--- config.mk ---
export PLATFORM = sky130hd
export DESIGN_NAME = store_unit
export DESIGN_NICKNAME = d
export VERILOG_FILES = /design/src/rtl/store_unit.sv
export SDC_FILE = /design/constraint.sdc
export NUM_CORES = 1
export LEC_CHECK = 0
export BUFFER_PORTS_ARGS = -buffer_cell sky130_fd_sc_hd__buf_2
export CORE_ASPECT_RATIO = 1.1
export CORE_MARGIN = 10
export CORE_UTILIZATION = 30
export CTS_CLUSTER_SIZE = 24
export DETAILED_ROUTE_END_ITERATION = 10
export GPL_ROUTABILITY_DRIVEN = 0
export PLACE_DENSITY = 0.57
export SYNTH_ARGS = -nofsm -noshare
export SYNTH_HDL_FRONTEND = slang
export SYNTH_SLANG_ARGS = --single-unit
--- constraint.sdc ---
create_clock -name clk -period 5.29 [get_ports clk]
set_clock_uncertainty 0.1 [all_clocks]
set_input_delay 1.058 -clock clk [delete_from_list [all_inputs] [get_ports clk]]
set_output_delay 1.058 -clock clk [all_outputs]
set_load 0.03 [all_outputs]
--- src/rtl/store_unit.sv ---
// Store-side memory interface: steers rs2 onto byte lanes with write strobes
// and performs a valid/ready write to data memory with a bounded wait.
module store_unit #(
    parameter int XLEN    = 32,
    parameter int TIMEOUT = 16
) (
    input  logic            clk,
    input  logic            rst_n,
    input  logic            req_valid,
    output logic            req_ready,
    input  logic [XLEN-1:0] addr,
    input  logic [XLEN-1:0] wdata,
    input  logic [2:0]      funct3,
    output logic            mem_valid,
    input  logic            mem_ready,
    output logic [XLEN-1:0] mem_addr,
    output logic [XLEN-1:0] mem_wdata,
    output logic [3:0]      mem_wstrb,
    output logic            done,
    output logic            misaligned,
    output logic            timeout,
    output logic            busy
);

    localparam int CW = (TIMEOUT > 2) ? $clog2(TIMEOUT) : 1;

    typedef enum logic [1:0] {
        IDLE  = 2'd0,
        ISSUE = 2'd1,
        DONE  = 2'd2,
        ERR   = 2'd3
    } state_t;

    state_t          state;
    logic [CW-1:0]   cnt;
    logic            legal;
    logic [3:0]      strb_n;
    logic [XLEN-1:0] data_n;

    always_comb begin
        legal  = 1'b0;
        strb_n = '0;
        data_n = '0;
        case (funct3)
            3'b000: begin
                legal  = 1'b1;
                strb_n = 4'b0001 << addr[1:0];
                data_n = {4{wdata[7:0]}};
            end
            3'b001: begin
                legal  = ~addr[0];
                strb_n = addr[1] ? 4'b1100 : 4'b0011;
                data_n = {2{wdata[15:0]}};
            end
            3'b010: begin
                legal  = (addr[1:0] == 2'b00);
                strb_n = 4'b1111;
                data_n = wdata;
            end
            default: legal = 1'b0;
        endcase
    end

    always_ff @(posedge clk or negedge rst_n) begin
        if (!rst_n) begin
            state      <= IDLE;
            req_ready  <= 1'b1;
            mem_valid  <= 1'b0;
            mem_addr   <= '0;
            mem_wdata  <= '0;
            mem_wstrb  <= '0;
            done       <= 1'b0;
            misaligned <= 1'b0;
            timeout    <= 1'b0;
            busy       <= 1'b0;
            cnt        <= '0;
        end else begin
            case (state)
                IDLE: begin
                    done       <= 1'b0;
                    misaligned <= 1'b0;
                    timeout    <= 1'b0;
                    if (req_valid && req_ready) begin
                        req_ready <= 1'b0;
                        busy      <= 1'b1;
                        if (legal) begin
                            state     <= ISSUE;
                            mem_valid <= 1'b1;
                            mem_addr  <= {addr[XLEN-1:2], 2'b00};
                            mem_wdata <= data_n;
                            mem_wstrb <= strb_n;
                            cnt       <= '0;
                        end else begin
                            state      <= ERR;
                            misaligned <= 1'b1;
                        end
                    end
                end
                ISSUE: begin
                    // Handshake takes priority over an expiring wait on the same edge.
                    if (mem_ready) begin
                        state     <= DONE;
                        mem_valid <= 1'b0;
                        mem_wstrb <= '0;
                        done      <= 1'b1;
                    end else if (cnt == CW'(TIMEOUT - 1)) begin
                        state     <= IDLE;
                        mem_valid <= 1'b0;
                        mem_wstrb <= '0;
                        timeout   <= 1'b1;
                        req_ready <= 1'b1;
                        busy      <= 1'b0;
                    end else begin
                        cnt <= cnt + CW'(1);
                    end
                end
                DONE: begin
                    state     <= IDLE;
                    done      <= 1'b0;
                    req_ready <= 1'b1;
                    busy      <= 1'b0;
                end
                ERR: begin
                    state      <= IDLE;
                    misaligned <= 1'b0;
                    req_ready  <= 1'b1;
                    busy       <= 1'b0;
                end
                default: state <= IDLE;
            endcase
        end
    end

endmodule

==> results.ini <==
[floorplanning]
num_rows = 42
die_area_mm2 = 0.0170
io-pin-count = 145
die-width_um = 125
dieHeight_um = 136
start_util_pct = 30.5
core_mm2 = 0.0120

[power_and_ir_drop]
powerDensity_mw_per_mm2 = 267
switching_share_pct = 23.4
p_int_mw = 0.959
power.total_mw = 1.25
leakage_nw = 2.64
combPwrFrac_pct = 6.9
seqPwrFrac_pct = 47.8
ir_worst_vdd_mv = 0.114
clkPwrFrac_pct = 45.3
p_switching_mw = 0.293

[critical_path]
crit_required_ps = 5420
crit_type = in2reg
r2r_end = cnt[0]
r2r_slack_ps = 2620
cp_num_buf_inv = 1
endpoint = cnt[0]
cp_slowest_cell = o21a_2
crit_path_max_incr_delay_ps = 780
cp_cell_sequence = buf_2 > a21oi_2 > o21a_2 > o22ai_1 > mux2_2
startpoint = funct3[0]
rr_startpoint = state[1]
path_max_fanout = 43
worstSetupPathDepth = 5
arrival_ps = 2930
critical-path-top-delay-family = compound AO/OA/AOI/OAI gates
start_kind = input pin
reg2reg_depth = 6
end_kind = flop

[clocking]
postCtsSetupRepairBufs = 0
numCtsBuffers = 9
hold_buffers = 0
cts_tree = built
root_buffer = clkbuf_16
clk_pin_slew_ps = 60
cts_max_path_buffers = 2
htreeDepth = 3
cts.sinks = 78
clk-insertion-delay-late_ps = 340
cts_resized = 0

[global_routing]
grt_max_degree = 79
grtUsageTotal_pct = 13.3
grt_pass1_wl_um = 18300
grt_pass1_vias = 3420
antenna_found_initial = 1
overflow = 0

[logic_synthesis]
ys_ff_latch = 78
synthesis.area_mm2 = 0.00365
netlist.area_leader.share_pct = 52.8
netlist_instances = 398
synth_top_cell_by_area = dfrtp_1
syn_avg_cell_area_um2 = 9.17
synth.area.top_cells = dfrtp_1 53%, nand2_1 14%, a22oi_1 3.3%
synth-async-reset-ratio_pct = 100
yosys_warnings = 0
synth_flop_cell = dfrtp_1
synth_seq_area_share_pct = 53.5
synth-edff-count = 0
ys_types = 48

[flow_run]
drv_cap = 0

[timing]
hold_viol = 0
finalMaxSlewViolations = 0
tns_ps = 0
grt_setup_unrepaired = no
period_needed_ps = 2810
setup_viol = 0
max_slew_margin_pct = 33.4
period_share_pct = 53.1
max_freq_ghz = 0.356
tightest_slew_ps = 999

[finish]
drive_gt1_share_pct = 31.4
layout.nets = 603
syn2layout_area_growth_pct = 28.6

[routing]
post_drt_wl_per_cell_um = 16.5
detail_route.iter0.violations = 168
via_per_inst = 4.79
drc = 0
drt-total-wl_um = 11400
firstDrtPassIters = 4
vias = 3288
ant_nets = 0

[place]
port_buffers = 142
place_hpwl_um = 8430

[min_path]
hp-start = mem_wdata[4]
hp-class = reg2reg

[run_status]
outcome = finished, final reports clean

## worst reg2reg max path: stages, from the launching register on
cell and delay [ps]:
dfrtp_1 410, inv_1 110, ha_1 350, and4b_1 320
o21a_2 750, o22ai_1 210, mux2_2 320
## worst min-delay path by stage
stage                   endpoint  slack (ps)  cells after the start
finish              mem_wdata[4]         370                      2
global route        mem_wstrb[0]         390                      1
CTS                 mem_wdata[3]         370                      2
detailed placement  mem_wdata[3]         350                      2
global placement    mem_addr[26]         350                      2
floorplan                 cnt[1]         380                      1
## area by class of cell
| type | instances | area (µm²) |
|---|---|---|
| Fill cell | 1233 | 7290 |
| Sequential cell | 78 | 1950 |
| Multi-Input combinational cell | 288 | 1530 |
| Clock buffer | 12 | 246 |
| Tap cell | 154 | 193 |
| Antenna cell | 1 | 2.50 |
| Inverter | 7 | 26.3 |
| Timing Repair Buffer | 143 | 721 |
| Clock inverter | 4 | 22.5 |
## stage by stage
| stage | cells | setup slack [ps] | util, % | hold slack (ps) | cell area (µm²) |
|---|---|---|---|---|---|
| after floorplan | 399 | 2970 | - | 385 | 3650 |
| after global routing | 687 | 2290 | 39.2 | 394 | 4690 |
| after detailed placement | 670 | 2110 | 36.9 | 354 | 4420 |
| final | 687 | 2480 | 39.2 | 367 | 4690 |
| after global placement | 670 | 2190 | 36.9 | 351 | 4420 |
| after CTS | 686 | 2460 | 39.2 | 374 | 4690 |
## logic make-up after synthesis
kind of cell | count (synthesis) | share of synthesized area [%]
buffers and inverters | 33 | 4.90
flip-flops | 78 | 53.5
AND/OR/NAND/NOR | 187 | 21.3
AO/OA/AOI/OAI | 82 | 15.0
XOR/XNOR | 1 | 0.240
other | 1 | 0.103
adder cells (fa/ha/maj) | 5 | 1.71
multiplexers | 11 | 3.19
## power groups by stage
stage	clock network [mW]	logic, mW	registers [mW]
after global routing	0.616	0.0983	0.597
final	0.567	0.0869	0.598
after floorplan	0	0.0391	0.609
after detailed placement	0	0.0880	0.608
after global placement	0	0.0868	0.608
after CTS	0.588	0.0883	0.598
## synthesized netlist by cell type (all sizes together) (3+ instances only)
master    n
clkbuf    8
a21oi    17
nand2   139
nor2b     3
buf      18
nor3      4
o31ai     8
mux2i     9
a22oi    16
nand3    11
o21ai    20
inv       7
nor2     20
a21o      3
a31oi     4
dfrtp    77
ha        5
## sequential cells by signal, indices dropped and copies added (netlist names)
name,cells
mem_wdata,32
mem_addr,30
cnt,4
mem_wstrb,4
state,2
busy,1
done,1
mem_valid,1
misaligned,1
req_ready,1
timeout,1
## routing by layer
metal	global-route usage, %	wire [µm]	vias up
li1	-	-	1603
met1	16.5	5050	1556
met2	21.0	5330	113
met3	3.88	763	16
met4	5.95	217	0
met5	0	0	-
## layout by cell type, fill, tap and decap left out, types with 4 or more instances in the layout
cell type / instances
ha_1: 5
nand3_1: 11
a22oi_1: 16
o31ai_1: 8
clkbuf_16: 9
nand2_1: 139
a21oi_1: 16
dfrtp_1: 77
buf_2: 141
inv_1: 7
o21ai_0: 10
a31oi_1: 4
nor2_1: 20
o21ai_1: 8
mux2i_1: 9
(Power assumes the default switching activity.)
